<file path="src/rtl/memory_param.sv">
// memory_param: parametrised synchronous scratch RAM with registered read,
// optional write-to-read bypass, per-word written flags and sticky error.
//
// Ports:
//   clk      rising-edge clock for all state
//   reset    synchronous active-low reset (0 = reset)
//   activate block enable; 0 masks write and read
//   write    write request, addrin/datain give address and data
//   read     read request, addrout gives address
//   err_clr  clears error and err_code
//   dataout  registered read data
//   rvalid   one-cycle pulse, dataout updated this cycle
//   error    sticky error flag
//   err_code cause of latest error: 01 bad write addr,
//            10 bad read addr, 11 read of unwritten word
module memory_param #(
    parameter int DATA_W = 8,
    parameter int ADDR_W = 4,
    parameter int DEPTH  = 16,
    parameter bit BYPASS = 1'b1
) (
    input  logic              clk,
    input  logic              reset,
    input  logic              activate,
    input  logic              write,
    input  logic [ADDR_W-1:0] addrin,
    input  logic [DATA_W-1:0] datain,
    input  logic              read,
    input  logic [ADDR_W-1:0] addrout,
    input  logic              err_clr,
    output logic [DATA_W-1:0] dataout,
    output logic              rvalid,
    output logic              error,
    output logic [1:0]        err_code
);

    localparam int IDX_W = (DEPTH > 1) ? $clog2(DEPTH) : 1;
    // One extra bit so DEPTH == 2**ADDR_W is representable.
    localparam logic [ADDR_W:0] LIMIT = (ADDR_W + 1)'(DEPTH);

    localparam logic [1:0] ERR_WADDR = 2'b01;
    localparam logic [1:0] ERR_RADDR = 2'b10;
    localparam logic [1:0] ERR_UNWR  = 2'b11;

    logic [DATA_W-1:0] mem [DEPTH];
    logic [DEPTH-1:0]  written;

    logic             wr_en;
    logic             rd_en;
    logic             wr_in;
    logic             rd_in;
    logic [IDX_W-1:0] wr_idx;
    logic [IDX_W-1:0] rd_idx;
    logic             wr_ok;
    logic             wr_bad;
    logic             byp_hit;
    logic             rd_written;

    logic [DATA_W-1:0] rd_data;
    logic              rd_err;
    logic [1:0]        rd_code;
    logic              ev;
    logic [1:0]        ev_code;

    assign wr_en  = activate & write;
    assign rd_en  = activate & read;
    assign wr_in  = {1'b0, addrin} < LIMIT;
    assign rd_in  = {1'b0, addrout} < LIMIT;
    assign wr_idx = IDX_W'(addrin);
    assign rd_idx = IDX_W'(addrout);
    assign wr_ok  = wr_en & wr_in;
    assign wr_bad = wr_en & ~wr_in;

    // A colliding in-range write is forwarded only when BYPASS is set;
    // otherwise the read sees the pre-write contents and flag.
    assign byp_hit    = BYPASS && wr_ok && rd_in && (addrin == addrout);
    assign rd_written = written[rd_idx];

    always_comb begin
        rd_data = '0;
        rd_err  = 1'b0;
        rd_code = 2'b00;
        unique case (1'b1)
            !rd_in: begin
                rd_err  = 1'b1;
                rd_code = ERR_RADDR;
            end
            byp_hit: begin
                rd_data = datain;
            end
            rd_in && !byp_hit && !rd_written: begin
                rd_err  = 1'b1;
                rd_code = ERR_UNWR;
            end
            default: begin
                rd_data = mem[rd_idx];
            end
        endcase
    end

    // Read-side cause takes priority over a simultaneous bad write.
    assign ev      = (rd_en & rd_err) | wr_bad;
    assign ev_code = (rd_en & rd_err) ? rd_code : ERR_WADDR;

    // Array carries no reset so it can map onto RAM; reset still
    // suppresses a write presented in the reset cycle.
    always_ff @(posedge clk) begin
        if (reset && wr_ok) begin
            mem[wr_idx] <= datain;
        end
    end

    always_ff @(posedge clk) begin
        if (!reset) begin
            written  <= '0;
            dataout  <= '0;
            rvalid   <= 1'b0;
            error    <= 1'b0;
            err_code <= 2'b00;
        end else begin
            if (wr_ok) begin
                written[wr_idx] <= 1'b1;
            end
            rvalid <= rd_en;
            if (rd_en) begin
                dataout <= rd_data;
            end
            if (ev) begin
                error    <= 1'b1;
                err_code <= ev_code;
            end else if (err_clr) begin
                error    <= 1'b0;
                err_code <= 2'b00;
            end
        end
    end

endmodule

</file>
<file path="config.mk">
export PLATFORM = sky130hd
export DESIGN_NAME = memory_param
export DESIGN_NICKNAME = d
export VERILOG_FILES = /design/src/rtl/memory_param.sv
export SDC_FILE = /design/constraint.sdc
export NUM_CORES = 1
export LEC_CHECK = 0
export BUFFER_PORTS_ARGS = -buffer_cell sky130_fd_sc_hd__clkbuf_2
export CORE_ASPECT_RATIO = 2
export CORE_UTILIZATION = 40
export CTS_BUF_LIST = sky130_fd_sc_hd__clkbuf_16
export DETAILED_ROUTE_END_ITERATION = 12
export REMOVE_ABC_BUFFERS = 1
export SLEW_MARGIN = 20
export SYNTH_ARGS = -nofsm -noshare
export SYNTH_HDL_FRONTEND = slang
export SYNTH_SLANG_ARGS = --single-unit
</file>
<file path="constraint.sdc">
create_clock -name clk -period 2.6 [get_ports clk]
set_input_delay 0.13 -clock clk [delete_from_list [all_inputs] [get_ports clk]]
set_output_delay 0.13 -clock clk [all_outputs]
set_load 0.005 [all_outputs]
</file>
After elaboration in Yosys (flattened, before gate mapping):

Memory sizes are Yosys's and may differ from the RTL's.
Cells that the tools add are included.

* register bits after elaboration: 28
* output and inout port bits: 12
* bits in writable memories: 128
* memories: 1

Memory list
* mem: words 16, width 8, read ports 1, clocked after memory_dff 0, write ports 1, line 45 `logic [DATA_W-1:0] mem [DEPTH];`

* muxes and demuxes: 13
* equality and inequality tests: 1
* bitwise logic cells: 4
* reductions and logical operators: 7
* magnitude comparators: 3

Operator list (number)
* $or A16 B16 Y16: 1
* $pmux W8 S2: 1
* $lt A4 B5 Y1 const B: 2
* $mux W1: 7
* $mux W2: 3
* $bmux W1 S4: 1
* $demux W1 S4: 1
* $eq A4 B4 Y1: 1
* $ge A4 B1 Y1 const B: 1
* $logic_and A1 B1 Y1: 4
* $and A1 B1 Y1: 3
* $logic_not A1 Y1: 2
* $reduce_bool A2 Y1: 1

Longest topological paths before layout:

Gate-level depths: netlist of the first run.

* word-level depth: 7
* gate-level depth with buffers: 7

Worst setup path after synthesis of the first run:

Ideal clock, no wire load.

* path kind: input to register
* start point: input port reset
* end point: memory mem[0][0] (enable)
* arrival time: 1500 ps
* data required time: 2214 ps
* stages: 4
* path slack: 714 ps
* library setup time: 386 ps
* path through: clkbuf_1 nand3_1 or3_1 nor3_1

* longest elaborated chain between the ends: 3

Ends and longest elaborated chain
* from (decl): line 23 `input logic reset,`
* $logic_and A1 B1 Y1: line 108 `if (reset && wr_ok) begin`
* $mux W1: line 108
* $mux W1 (not written as such): line 109 `mem[wr_idx] <= datain;`
* to (decl): line 45

Every way passes these cells.

Worst setup path in the final report of the first run:

* start point: register written[3]
* end point: register err_code[0]

* longest elaborated chain between the ends: 7

Ends and longest elaborated chain
* from (decl): line 46 `logic [DEPTH-1:0] written;`
* from (signal assigned): line 115 `written <= '0;`
* from (signal, indexed assignment): line 122 `written[wr_idx] <= 1'b1;`
* $bmux W1 S4 (*): line 77 `assign rd_written = written[rd_idx];`
* $mux W1 (not written as such) (*): line 77
* $logic_not A1 Y1 (*): line 91 `rd_in && !byp_hit && !rd_written: begin`
* $logic_and A1 B1 Y1 (*): line 91
* $mux W1: line 83 `unique case (1'b1)`
* $and A1 B1 Y1: line 102, 103
* $mux W2 / $reduce_bool A2 Y1 (equally long branches)
* to (signal assigned): line 130 `err_code <= ev_code;`
* to (decl): line 34 `output logic [1:0] err_code`

Every way passes the cells marked *; elsewhere a longest branch is shown, timed or not. The select of a mux whose other input is x is not followed.
A chain may end at the register's enable or synchronous reset.

==> impl_summary.txt, run 1 <==
----------------------------------------------------
[Status]
  Run status ... completed

[Worst setup path]
  Class of the most critical setup path ... flip-flop to flip-flop
  Largest driver fanout on the critical path ... 9
  Startpoint of the worst-slack reg-to-reg timing path ... written[3]
  Launching element of the worst setup path ... written[3]
  Worst setup EP type ... flip-flop
  Critical path required time ... 2.92 ns
  Data arrival at the endpoint of the critical path ... 1.98 ns
  CP Launch Type ... flip-flop

[Clock network]
  Buffers from clock root to sink, at most ... 2
  Clock slew at reported path FFs ... 0.06 ns
  Clock tree from TritonCTS ... done
  Clock latency of the later-clocked register in the worst-skew pair ... 0.42 ns
  Clock Sinks ... 154
  H-tree levels ... 4
  Total CTS buffers ... 17
  CTS root buf ... sky130_fd_sc_hd__clkbuf_16

[Placed design]
  Number of buffer cells added on primary ports ... 33
  GP Congestion ... 0.756
  Placed inst area ... 0.00648 mm2
  HPWL Detailed ... 8830 um
  Worst slack at placement ... 0.588 ns

[Final layout]
  Area growth from synthesis to layout ... 17.9%
  Register area ... 0.00436 mm2
  Net count of the finished layout ... 406
  Commonest cells after routing, fill and taps aside ... sky130_fd_sc_hd__edfxtp_1 (128), sky130_fd_sc_hd__mux4_2 (36), sky130_fd_sc_hd__clkbuf_2 (33)
  Most common cell after layout, fill and taps aside ... sky130_fd_sc_hd__edfxtp_1
  Final std cell area, no fill ... 0.00710 mm2
  Fill cells ... 1271
  Area occupied by multi-input gates ... 0.00153 mm2
  Final antenna diode count ... 0
  Proportion of layout cells with a drive suffix above 1 ... 0.302

[Synth]
  Yosys reg bits ... 154
  Synth top area share ... 0.639
  Yosys cell types ... 30
  Synth Instances ... 329
  Biggest area consumer among synthesized cells ... sky130_fd_sc_hd__edfxtp_1
  Cell area after technology mapping ... 0.00602 mm2
  Top area cells in the synthesized netlist ... sky130_fd_sc_hd__edfxtp_1 (64%), sky130_fd_sc_hd__mux4_2 (13%), sky130_fd_sc_hd__dfxtp_1 (8.6%)
  Post-synthesis average cell area ... 18.3 um2
  Count of synthesis-stage warnings from yosys ... 0
  Post-synthesis sequential area ratio ... 0.725

[Floorplan]
  Die Area ... 0.0156 mm2
  Row count ... 63
  Die Span X ... 88.7 um
  Area of the placeable core ... 0.0147 mm2
  Starting utilization of the core area ... 0.408
  Die Ht ... 175 um
  Count of boundary I/O pins ... 34

[STA]
  Final setup violating endpoints ... 0
  Max Transition Viols Final ... 0
  Min setup slack post-route ... 0.942 ns
  Max transition margin ... 0.399
  Post-Route Setup TNS ... 0 ns
  Hold_ws ... 0.0279 ns
  Clock skew after layout ... 0.00767 ns
  Time the final worst path needs with I/O delays and setup ... 1.66 ns
  Actual slew at the worst max-slew pin ... 0.900 ns
  Period utilization ... 0.638
  RSZ-0062 raised after global routing ... false
  Maximum clock rate ... 603 MHz
  Count of final hold-check violations ... 0

[Power]
  Leakage dissipation ... 2.56 nW
  Areal power density over the cells ... 764 mW/mm2
  Design Power ... 5.42 mW
  Worst IR Drop VDD ... 0.000354 V

[Route]
  Number of DRC markers after the initial detailed-route iteration ... 168
  Routed Antenna Nets ... 0
  Wire length per cell after detailed routing ... 21.2 um
  Initial DRT Pass Iterations ... 4
  Vias per cell ... 5.25
  Wire length after detailed routing ... 12600 um
  Detailed-route DRC error count ... 0
  Via count of the routed design ... 3108

[Global route]
  Number of antenna violations at the first check in global routing ... 0
  First-pass GRT wire length ... 19200 um
  Pin count of the biggest net entering global routing ... 27
  Gr usage total ... 0.183
  Grt total ovfl ... 0
  Number of global-route vias before repair ... 3308

[Worst hold path]
  Startpoint of the lowest-slack hold path ... err_clr
  Type of the most critical hold path ... input port to flip-flop

[Run]
  Max capacitance violation total ... 0

----------------------------------------------------
[final cells by class]
type / instances / area share
Tap cell: 195 / 0.0344
Sequential cell: 154 / 0.615
Inverter: 2 / 0.00106
Multi-Input combinational cell: 152 / 0.215
Timing Repair Buffer: 57 / 0.0511
Clock inverter: 15 / 0.0240
Clock buffer: 17 / 0.0599
[synth_stat cells, drive strengths merged]
cell type / instances
nand3: 3
mux2i: 3
clkbuf: 11
or3: 1
buf: 10
nand2: 11
o21ai: 8
nor2: 14
a22oi: 16
dfxtp: 26
mux4: 36
a21oi: 8
o22ai: 1
edfxtp: 128
xor2: 1
and2: 3
nand2b: 2
a21o: 16
xnor2: 3
nor4b: 1
o31ai: 1
nor3: 12
nand3b: 1
inv: 2
nor2b: 10
and3: 1
[state kept, by name, summed over array words and instances (netlist names)]
| name | flops |
|---|---|
| mem | 128 |
| written | 16 |
| dataout | 8 |
| err_code | 1 |
| rvalid | 1 |
[kinds of logic (layout without fill, tap and decap cells)]
logic type / count (synthesis) / count (layout) / share of synthesized area
AO/OA/AOI/OAI: 50 / 50 / 0.0578
XOR/XNOR: 4 / 4 / 0.00582
buffers and inverters: 23 / 91 / 0.0216
flip-flops: 154 / 154 / 0.725
multiplexers: 39 / 39 / 0.140
AND/OR/NAND/NOR: 59 / 59 / 0.0495
[routing by layer]
metal / global-route usage / up-vias / wire length (um)
met4: 0.109 / 0 / 456
met1: 0.199 / 1573 / 4690
met3: 0.0348 / 26 / 401
met5: 0 / - / 0
met2: 0.319 / 89 / 7020
li1: - / 1420 / -
[where the power goes]
group | total (mW) | switching [mW] | internal, mW
Combinational | 0.258 | 0.150 | 0.107
Sequential | 2.71 | 0.00947 | 2.70
Clock | 2.46 | 0.888 | 1.57
Total | 5.42 | 1.05 | 4.38
[worst max-delay path, stage by stage (launching register included)]
cell                      delay (ns)
sky130_fd_sc_hd__dfxtp_1        0.33
sky130_fd_sc_hd__mux4_2         0.25
sky130_fd_sc_hd__mux2i_1        0.08
sky130_fd_sc_hd__mux2i_2        0.59
sky130_fd_sc_hd__o22ai_1        0.12
sky130_fd_sc_hd__and2_1         0.18
[what timing repair did]
item / CTS / global route
gates resized for setup: 0 / 0
hold buffers: 2 / 0
buffers inserted: 0 / 0
hold endpoints to repair: 1 / 0
[path summary, 6_finish.rpt]
| check | end | slack, ns | depth (start not counted) |
|---|---|---|---|
| max | err_code[0] | 0.94 | 5 |
| min | err_code[0] | 0.03 | 3 |
| max reg2reg | err_code[0] | 0.94 | 5 |
| min reg2reg | written[6] | 0.45 | 1 |
[through the flow]
stage	util	std cells
after floorplan	-	308
after global placement	0.440	558
after detailed placement	0.440	558
after CTS	0.482	592
after global routing	0.482	592
final	0.482	592
No activity file was read; power rests on OpenSTA's default activity.
==> run 2: changes to the inputs <==
==> constraint.sdc (replaced) <==
create_clock -name clk -period 1.49 [get_ports clk]
set_input_delay 0.0745 -clock clk [delete_from_list [all_inputs] [get_ports clk]]
set_output_delay 0.0745 -clock clk [all_outputs]
set_load 0.005 [all_outputs]
==> run 2 against run 1 <==
Net effect: the flow now finishes with violations (setup timing); power up 74%; sequential cell count unchanged; critical path depth unchanged; sequential share of layout area fell by 2.3 points; combinational power up 99%; setup slack got worse by 0.99 ns; register-to-register slack got worse by 0.99 ns; sequential power rose by 74%; fmax rose by 7.5%.
==> impl_summary.txt, run 2 (synthesis results as in run 1) <==
----------------------------------------------------
[Status]
  Run status ... complete, but fails checks
  Violated checks ... setup timing

[Placed design]
  Number of buffer cells added on primary ports ... 33
  Placed cell count ... 585
  Worst slack at placement ... -0.248 ns
  GP Congestion ... 0.767
  HPWL Detailed ... 9250 um

[Final layout]
  Largest registers ... mem (128), written (16), dataout (8)
  Net count of the finished layout ... 434
  Commonest cells after routing, fill and taps aside ... sky130_fd_sc_hd__edfxtp_1 (128), sky130_fd_sc_hd__buf_4 (45), sky130_fd_sc_hd__mux4_2 (36)
  Area growth from synthesis to layout ... 22.6%
  Most common cell after layout, fill and taps aside ... sky130_fd_sc_hd__edfxtp_1
  Final antenna diode count ... 0
  Proportion of layout cells with a drive suffix above 1 ... 0.376
  Max reg flops ... 128
  Most flops, register ... mem
  Post-route insts no fill ... 620

[Floorplan]
  Die Span X ... 88.7 um
  Count of boundary I/O pins ... 34
  Row count ... 63
  Die Ht ... 175 um
  Area of the placeable core ... 0.0147 mm2
  Die Area ... 0.0156 mm2
  Starting utilization of the core area ... 0.408

[STA]
  Maximum clock rate ... 649 MHz
  Max Transition Viols Final ... 0
  Final setup violating endpoints ... 9
  Max transition margin ... 0.539
  Period utilization ... 1.03
  Min setup slack post-route ... -0.0519 ns
  RSZ-0062 raised after global routing ... true
  Time the final worst path needs with I/O delays and setup ... 1.54 ns
  Hold_ws ... 0.106 ns
  Actual slew at the worst max-slew pin ... 0.690 ns
  Count of final hold-check violations ... 0
  Clock skew after layout ... 0.00980 ns

[Power]
  Leakage dissipation ... 2.69 nW
  Design Power ... 9.43 mW
  Combinational group share of total power ... 0.054
  Areal power density over the cells ... 1280 mW/mm2
  Sw Share ... 0.219
  Worst IR Drop VDD ... 0.000722 V
  Clock share of power ... 0.445
  P_sw ... 2.07 mW
  P_int ... 7.37 mW
  Part of the total power dissipated in sequential elements ... 0.500

[Global route]
  Pin count of the biggest net entering global routing ... 27
  Grt total ovfl ... 0
  Number of global-route vias before repair ... 3494
  Gr usage total ... 0.183
  First-pass GRT wire length ... 19700 um
  Number of antenna violations at the first check in global routing ... 0

[Worst setup path]
  Class of the most critical setup path ... flip-flop to flip-flop
  CP Launch Type ... flip-flop
  Startpoint of the worst-slack reg-to-reg timing path ... written[14]
  Critical path required time ... 1.80 ns
  Largest driver fanout on the critical path ... 9
  Terminus of the critical flop-to-flop path ... dataout[6]
  Data arrival at the endpoint of the critical path ... 1.85 ns
  Worst setup EP type ... flip-flop
  Slack of the worst reg-to-reg path ... -0.05 ns
  Cells on worst reg2reg path ... 5

[Worst hold path]
  Cell depth of the worst min-delay path ... 1
  Destination of the worst hold path ... mem[12][7]
  Startpoint of the lowest-slack hold path ... datain[7]
  Type of the most critical hold path ... input port to flip-flop

[Clock network]
  CTS root buf ... sky130_fd_sc_hd__clkbuf_16
  Total CTS buffers ... 17
  Clock tree from TritonCTS ... done
  Buffers from clock root to sink, at most ... 2
  Clock Sinks ... 154
  H-tree levels ... 4
  Clock slew at reported path FFs ... 0.07 ns
  Clock latency of the later-clocked register in the worst-skew pair ... 0.42 ns

[Route]
  Vias per cell ... 5.22
  Number of DRC markers after the initial detailed-route iteration ... 248
  Wire length after detailed routing ... 12800 um
  Routed Antenna Nets ... 0
  Initial DRT Pass Iterations ... 4
  Detailed-route DRC error count ... 0
  Wire length per cell after detailed routing ... 20.6 um
  Via count of the routed design ... 3239

[Run]
  Max capacitance violation total ... 0

----------------------------------------------------
## run 2: per-layer routing
metal / GRT usage / share of wire / wire length, um / up-vias
li1: - / - / - / 1483
met1: 0.196 / 0.37 / 4730 / 1666
met2: 0.333 / 0.58 / 7470 / 74
met3: 0.0437 / 0.025 / 319 / 16
met4: 0.0739 / 0.021 / 269 / 0
met5: 0 / 0 / 0 / -
## run 2: worst max path at each step
stage	startpoint	end	slack, ns	cells after the start
6_report	written[14]	dataout[6]	-0.05	5
5_1_grt	written[14]	dataout[2]	-0.1	5
4_1_cts	written[14]	dataout[6]	-0.05	5
3_5_place_dp	addrout[0]	dataout[5]	-0.25	7
3_3_place_gp	addrout[0]	dataout[7]	-0.22	7
2_1_floorplan	reset	mem[0][0]	-0.11	3
## run 2: stage by stage
step | util | area [um2] | TNS, ns
after floorplan | - | 5900 | -0.865
after global placement | 0.456 | 6720 | -1.49
after detailed placement | 0.456 | 6720 | -1.56
after CTS | 0.500 | 7360 | -0.294
after global routing | 0.501 | 7380 | -0.774
final | 0.501 | 7380 | -0.306
## run 2: power groups by stage
stage	logic, mW	registers (mW)	clock network [mW]
floorplan	0.206	4.81	0
global placement	0.496	4.81	0
detailed placement	0.504	4.81	0
CTS	0.516	4.72	4.26
global route	0.557	4.72	4.44
finish	0.513	4.72	4.20
## run 2: repair_timing
item / CTS / global route
gates resized for setup: 4 / 4
pin swaps: 0 / 1
endpoints found under the hold margin: 2 / 0
hold buffers: 3 / 0
setup buffers: 0 / 0
setup endpoints to repair: 9 / 9
## run 2: layout make-up
cell class | instances | area (um2)
clock buffers | 18 | 450
clock inverters | 14 | 138
fillers | 1252 | 7360
inverters | 2 | 7.51
multi-input cells | 152 | 1560
flip-flops and latches | 154 | 4370
well taps | 195 | 244
repair buffers | 85 | 613
## run 2: worst max-delay path, cell delays in order (launching register included)
cell and delay, ns:
sky130_fd_sc_hd__dfxtp_2 0.32, sky130_fd_sc_hd__mux4_2 0.48, sky130_fd_sc_hd__mux2i_2 0.22, sky130_fd_sc_hd__mux2i_4 0.17, sky130_fd_sc_hd__a21oi_1 0.17, sky130_fd_sc_hd__nor3_1 0.06
==> run 3: changes to the inputs <==
--- a/config.mk
+++ b/config.mk
@@ -10,6 +10,7 @@
 export CORE_UTILIZATION = 40
 export CTS_BUF_LIST = sky130_fd_sc_hd__clkbuf_16
 export DETAILED_ROUTE_END_ITERATION = 12
+export PLACE_DENSITY_LB_ADDON = 0.2
 export REMOVE_ABC_BUFFERS = 1
 export SLEW_MARGIN = 20
 export SYNTH_ARGS = -nofsm -noshare
==> run 3 against run 2 <==
Net effect: the flow still finishes with violations (setup timing); clock-buffer cell count shrank 1; power shrank 3.2%; register-to-register slack gained 0.05 ns; first-iteration DRC count shrank 17%; clock power shrank 7.1%; setup slack gained 0.047 ns; utilization shrank 0.81 points; via count shrank 1.9%; critical endpoint is now dataout[7].
==> impl_summary.txt, run 3 (synthesis results as in run 1) <==
----------------------------------------------------
[Final layout]
  Fill cells ... 1253
  Post-Route Utilization ... 0.493
  Final antenna diode count ... 0
  Proportion of layout cells with a drive suffix above 1 ... 0.372
  Commonest cells after routing, fill and taps aside ... sky130_fd_sc_hd__edfxtp_1 (128), sky130_fd_sc_hd__mux4_2 (36), sky130_fd_sc_hd__clkbuf_2 (33)
  Max reg flops ... 128
  Most common cell after layout, fill and taps aside ... sky130_fd_sc_hd__edfxtp_1
  Largest registers ... mem (128), written (16), dataout (8)
  Net count of the finished layout ... 420
  Post-route insts no fill ... 606
  Area growth from synthesis to layout ... 20.6%
  Most flops, register ... mem

[Floorplan]
  Area of the placeable core ... 0.0147 mm2
  Count of boundary I/O pins ... 34
  Die Ht ... 175 um
  Row count ... 63
  Die Span X ... 88.7 um
  Die Area ... 0.0156 mm2
  Starting utilization of the core area ... 0.408

[Global route]
  First-pass GRT wire length ... 20100 um
  Number of antenna violations at the first check in global routing ... 0
  Number of global-route vias before repair ... 3440
  Gr usage total ... 0.187
  Pin count of the biggest net entering global routing ... 27
  Grt total ovfl ... 0

[STA]
  Actual slew at the worst max-slew pin ... 0.891 ns
  Count of final hold-check violations ... 0
  Maximum clock rate ... 669 MHz
  Final setup violating endpoints ... 1
  Clock skew after layout ... 0.00643 ns
  Max transition margin ... 0.405
  RSZ-0062 raised after global routing ... true
  Time the final worst path needs with I/O delays and setup ... 1.50 ns
  Min setup slack post-route ... -0.00540 ns
  Max Transition Viols Final ... 0
  Period utilization ... 1.00
  Post-Route Setup TNS ... -0.00540 ns

[Clock network]
  Clock latency of the later-clocked register in the worst-skew pair ... 0.41 ns
  Clock tree from TritonCTS ... done
  Clock Sinks ... 154
  H-tree levels ... 4
  Total CTS buffers ... 17
  Buffers from clock root to sink, at most ... 2
  Clock slew at reported path FFs ... 0.06 ns
  CTS root buf ... sky130_fd_sc_hd__clkbuf_16
  Post-CTS Setup Repair Bufs ... 0

[Worst setup path]
  CP Launch Type ... flip-flop
  Largest driver fanout on the critical path ... 9
  Cells on worst reg2reg path ... 5
  Worst setup EP type ... flip-flop
  Critical path required time ... 1.79 ns
  Slack of the worst reg-to-reg path ... -0.005 ns
  Startpoint of the worst-slack reg-to-reg timing path ... written[8]
  Class of the most critical setup path ... flip-flop to flip-flop
  Terminus of the critical flop-to-flop path ... dataout[7]
  Data arrival at the endpoint of the critical path ... 1.80 ns

[Placed design]
  GP Congestion ... 0.779
  Number of buffer cells added on primary ports ... 33
  Placed cell count ... 572
  HPWL Detailed ... 9050 um

[Route]
  Wire length after detailed routing ... 13000 um
  Routed Antenna Nets ... 0
  Wire length per cell after detailed routing ... 21.4 um
  Vias per cell ... 5.25
  Initial DRT Pass Iterations ... 5
  Number of DRC markers after the initial detailed-route iteration ... 207
  Detailed-route DRC error count ... 0
  Via count of the routed design ... 3179

[Worst hold path]
  Cell depth of the worst min-delay path ... 3
  Type of the most critical hold path ... input port to flip-flop
  Startpoint of the lowest-slack hold path ... activate
  Destination of the worst hold path ... rvalid

[Power]
  Sw Share ... 0.224
  P_int ... 7.09 mW
  P_sw ... 2.05 mW
  Part of the total power dissipated in sequential elements ... 0.517
  Combinational group share of total power ... 0.056
  Worst IR Drop VDD ... 0.000681 V
  Clock share of power ... 0.427
  Leakage dissipation ... 2.60 nW
  Areal power density over the cells ... 1260 mW/mm2

[Run]
  Max capacitance violation total ... 0

[Status]
  Violated checks ... setup timing
  Run status ... complete, but fails checks

----------------------------------------------------
run 3: power groups by stage:
stage / Clock [mW] / Combinational (mW) / Sequential (mW)
floorplan: 0 / 0.206 / 4.81
global placement: 0 / 0.490 / 4.81
detailed placement: 0 / 0.497 / 4.81
CTS: 3.99 / 0.517 / 4.72
global route: 4.14 / 0.561 / 4.72
finish: 3.90 / 0.514 / 4.72
run 3: worst max path at each step:
stage | start | end | slack (ns) | cells after the start
2_1_floorplan | reset | mem[0][0] | -0.11 | 3
3_3_place_gp | addrout[0] | dataout[6] | -0.17 | 7
3_5_place_dp | addrout[1] | dataout[2] | -0.16 | 7
4_1_cts | written[0] | dataout[3] | -0.0003 | 5
5_1_grt | mem[5][0] | dataout[0] | -0.08 | 5
6_report | written[8] | dataout[7] | -0.005 | 5
run 3: layer usage:
layer	routed length, um	up-vias	global-route usage
met4	438	0	0.0914
met3	472	24	0.0329
met2	7280	78	0.337
met5	0	-	0
li1	-	1458	-
met1	4790	1619	0.205
run 3: final cells by class:
class	count	area, um2	area share
Sequential cell	154	4370	0.601
Multi-Input combinational cell	152	1600	0.220
Timing Repair Buffer	71	505	0.0696
Clock buffer	17	425	0.0586
Tap cell	195	244	0.0336
Clock inverter	15	115	0.0159
Inverter	2	7.51	0.00103
run 3: metrics by stage:
stage                     cell area (um2)  setup slack (ns)  hold WS, ns  total power, mW
after global routing                 7260           -0.0820       0.0658             9.42
after CTS                            7240         -0.000307       0.0422             9.22
after detailed placement             6630            -0.156        0.336             5.31
final                                7260          -0.00540       0.0657             9.13
after global placement               6630            -0.171        0.338             5.30
after floorplan                      5900            -0.108        0.173             5.02
run 3: timing repair:
action / CTS / global route
setup endpoints to repair: 9 / 9
pin swaps: 1 / 5
gates resized for setup: 10 / 6
hold endpoints to repair: 2 / 0
hold buffers: 2 / 0
run 3: critical path, stage by stage, from the launching register on:
cell                      delay [ns]
sky130_fd_sc_hd__dfxtp_1        0.33
sky130_fd_sc_hd__mux4_2         0.46
sky130_fd_sc_hd__mux2i_2        0.21
sky130_fd_sc_hd__mux2i_4        0.16
sky130_fd_sc_hd__a21oi_1        0.17
sky130_fd_sc_hd__nor3_1         0.06
